**config.mk**
```make
export PLATFORM = sky130hd
export DESIGN_NAME = renkon_serial_drain
export DESIGN_NICKNAME = d
export VERILOG_FILES = /design/src/rtl/renkon_serial_drain.sv
export SDC_FILE = /design/constraint.sdc
export NUM_CORES = 1
export LEC_CHECK = 0
export ABC_AREA = 1
export BUFFER_PORTS_ARGS = -buffer_cell sky130_fd_sc_hd__clkbuf_2
export CAP_MARGIN = 20
export CORE_MARGIN = 4
export CORE_UTILIZATION = 37
export CTS_BUF_LIST = sky130_fd_sc_hd__clkbuf_4 sky130_fd_sc_hd__clkbuf_8 sky130_fd_sc_hd__clkbuf_16
export DETAILED_ROUTE_END_ITERATION = 6
export PLACE_DENSITY = 0.53
export SKIP_LAST_GASP = 1
export SYNTH_ARGS = -nofsm -noshare
export SYNTH_HDL_FRONTEND = slang
export SYNTH_SLANG_ARGS = --single-unit
```
**constraint.sdc**
```tcl
create_clock -name clk -period 5.4 [get_ports clk]
set_input_delay 1.35 -clock clk [delete_from_list [all_inputs] [get_ports clk]]
set_output_delay 1.35 -clock clk [all_outputs]
set_load 0.01 [all_outputs]
```
**src/rtl/renkon_serial_drain.sv**
```systemverilog
// renkon_serial_drain: bank-major read sequencer for the serial output memory matrix.
// Walks core_num banks of out_size words each, absorbs the matrix read latency, and
// streams results as a valid/ready beat stream.
// Optional: define RENKON_DRAIN_RELU_EN to clamp negative read data to zero on FIFO write.
module renkon_serial_drain #(
    parameter int DWIDTH     = 16,
    parameter int OUTSIZE    = 12,
    parameter int CORELOG    = 3,
    parameter int READ_LAT   = 2,
    parameter int FIFO_DEPTH = 4
) (
    input  logic                      clk,
    input  logic                      xrst,
    input  logic                      start,
    input  logic [OUTSIZE-1:0]        out_size,
    input  logic [CORELOG:0]          core_num,
    output logic [CORELOG:0]          serial_re,
    output logic [OUTSIZE-1:0]        serial_addr,
    input  logic signed [DWIDTH-1:0]  serial_data,
    output logic                      m_valid,
    input  logic                      m_ready,
    output logic [DWIDTH-1:0]         m_data,
    output logic                      m_last,
    output logic                      busy,
    output logic                      done
);

    localparam int AW = $clog2(FIFO_DEPTH);
    localparam int CW = AW + 1;
    localparam logic [CORELOG:0] NBANK = (CORELOG+1)'(1 << CORELOG);

    typedef enum logic [1:0] {S_IDLE, S_ISSUE, S_FLUSH, S_DONE} state_t;

    state_t                r_state;
    logic [OUTSIZE-1:0]    r_size;
    logic [CORELOG:0]      r_cores;
    logic [CORELOG:0]      r_bank;
    logic [OUTSIZE-1:0]    r_addr;
    logic [CORELOG:0]      r_re;
    logic [OUTSIZE-1:0]    r_saddr;
    logic                  r_busy;
    logic                  r_done;
    logic [READ_LAT-1:0]   r_v;
    logic [READ_LAT-1:0]   r_l;
    logic [DWIDTH-1:0]     r_mem [FIFO_DEPTH];
    logic [FIFO_DEPTH-1:0] r_ml;
    logic [CW-1:0]         r_cnt;
    logic                  r_mval;

    logic [CW-1:0]         w_infl;
    logic                  w_credit;
    logic                  w_issue;
    logic                  w_last_rd;
    logic                  w_push;
    logic                  w_pop;
    logic [CW-1:0]         w_cnt_nxt;
    logic [AW-1:0]         w_widx;
    logic [CORELOG:0]      w_cores;
    logic [DWIDTH-1:0]     w_din;

    // Reads in flight: one bit per outstanding read in the latency pipe.
    always_comb begin
        w_infl = '0;
        for (int i = 0; i < READ_LAT; i++) w_infl = w_infl + CW'(r_v[i]);
    end

    assign w_credit  = ({1'b0, r_cnt} + {1'b0, w_infl}) < (CW+1)'(FIFO_DEPTH);
    assign w_issue   = (r_state == S_ISSUE) && w_credit;
    assign w_last_rd = (r_bank == r_cores - 1'b1) && (r_addr == r_size - 1'b1);
    assign w_push    = r_v[READ_LAT-1];
    assign w_pop     = r_mval && m_ready;
    assign w_cnt_nxt = r_cnt + CW'(w_push) - CW'(w_pop);
    assign w_widx    = AW'(w_pop ? r_cnt - 1'b1 : r_cnt);
    assign w_cores   = (core_num > NBANK) ? NBANK : core_num;

`ifdef RENKON_DRAIN_RELU_EN
    assign w_din = serial_data[DWIDTH-1] ? '0 : serial_data;
`else
    assign w_din = serial_data;
`endif

    // Sequencer: latches the job, walks banks bank-major under FIFO credit, then flushes.
    always_ff @(posedge clk or negedge xrst) begin
        if (!xrst) begin
            r_state <= S_IDLE;
            r_size  <= '0;
            r_cores <= '0;
            r_bank  <= '0;
            r_addr  <= '0;
            r_re    <= '0;
            r_saddr <= '0;
            r_busy  <= 1'b0;
            r_done  <= 1'b0;
        end else begin
            r_done <= 1'b0;
            r_re   <= '0;
            case (r_state)
                S_IDLE: begin
                    if (start) begin
                        r_size  <= out_size;
                        r_cores <= w_cores;
                        r_bank  <= '0;
                        r_addr  <= '0;
                        r_busy  <= 1'b1;
                        r_state <= (out_size == '0 || core_num == '0) ? S_DONE : S_ISSUE;
                    end
                end
                S_ISSUE: begin
                    if (w_issue) begin
                        r_re    <= r_bank + 1'b1;
                        r_saddr <= r_addr;
                        if (r_addr == r_size - 1'b1) begin
                            r_addr <= '0;
                            r_bank <= r_bank + 1'b1;
                            if (w_last_rd) r_state <= S_FLUSH;
                        end else begin
                            r_addr <= r_addr + 1'b1;
                        end
                    end
                end
                S_FLUSH: begin
                    if (w_infl == '0 && r_cnt == '0) r_state <= S_DONE;
                end
                default: begin
                    r_done  <= 1'b1;
                    r_busy  <= 1'b0;
                    r_state <= S_IDLE;
                end
            endcase
        end
    end

    // Latency pipe: tracks each issued read and its last tag until the data returns.
    always_ff @(posedge clk or negedge xrst) begin
        if (!xrst) begin
            r_v <= '0;
            r_l <= '0;
        end else begin
            r_v <= (r_v << 1) | READ_LAT'(w_issue);
            r_l <= (r_l << 1) | READ_LAT'(w_issue && w_last_rd);
        end
    end

    // Shifting output FIFO: head lives in entry 0 so m_data/m_last come straight from registers.
    always_ff @(posedge clk or negedge xrst) begin
        if (!xrst) begin
            for (int i = 0; i < FIFO_DEPTH; i++) r_mem[i] <= '0;
            r_ml   <= '0;
            r_cnt  <= '0;
            r_mval <= 1'b0;
        end else begin
            if (w_pop) begin
                for (int i = 0; i < FIFO_DEPTH - 1; i++) r_mem[i] <= r_mem[i+1];
                r_mem[FIFO_DEPTH-1] <= '0;
                r_ml <= r_ml >> 1;
            end
            if (w_push) begin
                r_mem[w_widx] <= w_din;
                r_ml[w_widx]  <= r_l[READ_LAT-1];
            end
            r_cnt  <= w_cnt_nxt;
            r_mval <= w_cnt_nxt != '0;
        end
    end

    // Credit accounting must make a push into a full FIFO impossible.
    a_no_overflow: assert property (@(posedge clk) disable iff (!xrst)
        !(w_push && !w_pop && r_cnt == CW'(FIFO_DEPTH)));

    assign serial_re   = r_re;
    assign serial_addr = r_saddr;
    assign m_valid     = r_mval;
    assign m_data      = r_mem[0];
    assign m_last      = r_ml[0];
    assign busy        = r_busy;
    assign done        = r_done;

endmodule

```
==> results by group <==
Pwr
  – Leakage: 3.67 nW
  – VDD IR-drop max: 0.260 mV
  – Pwr/cell area: 546 nW/um2

Drt
  – Vias/cell: 4.87
  – Routed Antenna Nets: 0
  – Pre-Repair DR Iteration Count: 5
  – Via count: 5195
  – Routed length per instance: 13.4 um
  – DR iter-0 viols: 441
  – Remaining DRCs: 0
  – WL final: 14300 um

Floorplanning
  – Die Wd: 139 um
  – Die area: 19300 um2
  – # IOs: 72
  – Initial Utilization: 38.0%
  – Core box area: 16700 um2
  – Vert. Die Dim: 139 um
  – Rows: 47

Critical path
  – CP startpoint kind: primary input
  – Crit Path Category: primary input to flip-flop
  – Crit path capture type: flip-flop
  – Data required time at the worst endpoint: 5.71 ns
  – CP arrival: 3.70 ns
  – Biggest fanout along the worst timing path: 34

Clock tree
  – Post-CTS Resized: 0
  – Post-CTS Hold Fix Bufs: 0
  – Root Driver: clkbuf_16
  – # clock sinks: 128
  – Clock buffer count from CTS: 17
  – H-tree levels: 4
  – Worst-skew pair later-pin latency: 0.41 ns
  – CTS max path bufs: 2
  – Postcts setup bufs: 0
  – Clock-pin slew on the worst setup and hold paths: 0.06 ns
  – CTS tree: built

Synth
  – Synth area leaders: dfrtp_1, nand2_1, nor2_1, a31oi_1, nand3_1
  – Synth async-reset ratio: 100%
  – Post-Syn Nets: 834
  – EDFF count, synth: 0
  – Mapped Area: 6350 um2
  – Gate Count Post-Synth: 783
  – Biggest area consumer among synthesized cells: dfrtp_1
  – Seq/Total Area, Yosys: 50.5%
  – Top-area cell type share of the netlist area: 50.5%
  – Yosys cell types: 39
  – Synth Warn #: 0
  – Synth Register Bits: 128
  – Syn_area_per_cell: 8.10 um2
  – Top FF cell, synth: dfrtp_1

Cells and area
  – Storage cell area: 3200 um2
  – Area Growth Syn to Fin: 16.7%
  – Most common cell after layout, fill and taps aside: nand2_1
  – Area of the multi-input gates: 2680 um2
  – Layout cells sized above 1: 15.8%
  – Most frequent cells in the layout: nand2_1, dfrtp_1, nor2_1
  – FILL cells: 1709
  – Final nets: 884
  – Design Area, Final: 7410 um2
  – Antenna cell count: 0

Timing
  – Highest Clock Rate: 294 MHz
  – RSZ-0062 raised after global routing: false
  – Max Transition Viols Final: 0
  – Setup violators final: 0
  – Final Skew: 0.00671 ns
  – Fin Setup TNS: 0 ns
  – Final Hold Fails: 0
  – Worst Tran Pin Value: 0.987 ns
  – Period utilization: 62.9%
  – Worst slew margin relative to its limit: 34.1%
  – Post-layout min period: 3.40 ns

Placed design
  – Placer Congestion: 0.862
  – DP HPWL: 10400 um
  – Placed cell area: 6770 um2
  – I/O Buffers: 71

Global route
  – Grt total ovfl: 0
  – Initial antenna violation count: 0
  – Pin count of the biggest net entering global routing: 61
  – Tot GR Track Use: 15.2%
  – First-pass GRT wire length: 24200 um
  – Vias in the first global route: 5009

Min path
  – Hold WC Path Type: flip-flop to flip-flop

Status
  – Status: finished clean

Run
  – MaxCap Viol Count: 0
-- area by class of cell --
cell class,count,share of cell area (%)
Timing Repair Buffer,76,5.42
Clock inverter,14,2.42
Tap cell,220,3.72
Multi-Input combinational cell,551,36.2
Inverter,59,3.02
Sequential cell,128,43.3
Clock buffer,18,5.93
-- sequential cells by signal, indices dropped and copies added, names as in the netlist, 2 cells and up --
signal,count
m_data,16
r_addr,12
r_bank,4
r_cnt,3
r_cores,4
r_l,2
r_mem,48
r_ml,4
r_size,12
r_state,2
r_v,2
serial_addr,12
serial_re,4
-- cell families (layout without fill, tap and decap cells) --
| kind of cell | count (synthesis) | count (layout) | share of synthesized area (%) |
|---|---|---|---|
| xor gates and xnor gates | 17 | 17 | 2.35 |
| adders and majority gates | 15 | 15 | 3.08 |
| and+or+nand+nor | 416 | 416 | 27.2 |
| DFF | 128 | 128 | 50.5 |
| buffers and inverters | 104 | 167 | 7.28 |
| AOI/OAI and AO/OA | 103 | 103 | 9.62 |
-- power breakdown --
part | switching (W) | leakage, nW | internal [W]
sequential | 0.000207 | 1.71 | 0.00126
combinational | 0.000875 | 1.66 | 0.000507
clock | 0.000447 | 0.300 | 0.000747
-- cell usage after synthesis (all sizes together), types with 3 or more instances --
| master | number |
|---|---|
| nand2 | 244 |
| dfrtp | 128 |
| nor2 | 100 |
| inv | 58 |
| nand3 | 53 |
| a31oi | 47 |
| o21ai | 41 |
| buf | 25 |
| clkbuf | 20 |
| ha | 14 |
| xor2 | 9 |
| xnor2 | 8 |
| a21oi | 7 |
| nand4 | 6 |
| nor3 | 4 |
| o22ai | 4 |
| nand3b | 3 |
| nor4 | 3 |
-- critical path, cell delays in order --
cell and delay [ns]:
clkbuf_2 0.09, nand2_2 0.36, clkinv_1 0.19, ha_1 0.34, nor2_1 0.15, clkbuf_8 0.21, nand2_1 0.58, o21ai_0 0.43
-- per-stage QoR --
stage	hold slack [ns]	instances	worst slack, ns	utilization [%]	power (W)
CTS	0.364	1065	1.25	44.3	0.00409
global placement	0.337	1033	1.05	40.6	0.00282
global route	0.386	1066	1.70	44.3	0.00437
detailed placement	0.351	1033	0.779	40.6	0.00287
finish	0.364	1066	2.00	44.3	0.00404
floorplan	0.331	783	1.90	-	0.00254
-- per-layer routing --
| metal | track usage, % | routed length (um) |
|---|---|---|
| met3 | 4.31 | 588 |
| met1 | 20.3 | 6700 |
| met2 | 24.5 | 6860 |
| met4 | 3.96 | 100 |
| met5 | 0 | 0 |
-- path summary, 6_finish.rpt --
path / to / from / slack, ns / depth (start not counted)
worst max-delay path: r_ml[1] / m_ready / 2.00 / 8
worst min-delay path: r_l[1] / r_l[0] / 0.36 / 0
worst max register to register: r_ml[1] / m_valid / 2.63 / 7
worst min register to register: r_l[1] / r_l[0] / 0.36 / 0
max in group asynchronous: r_mem[25] / xrst / 3.43 / 2
min in group asynchronous: r_mem[47] / xrst / 1.00 / 1
No activity file was read; power rests on OpenSTA's default activity.
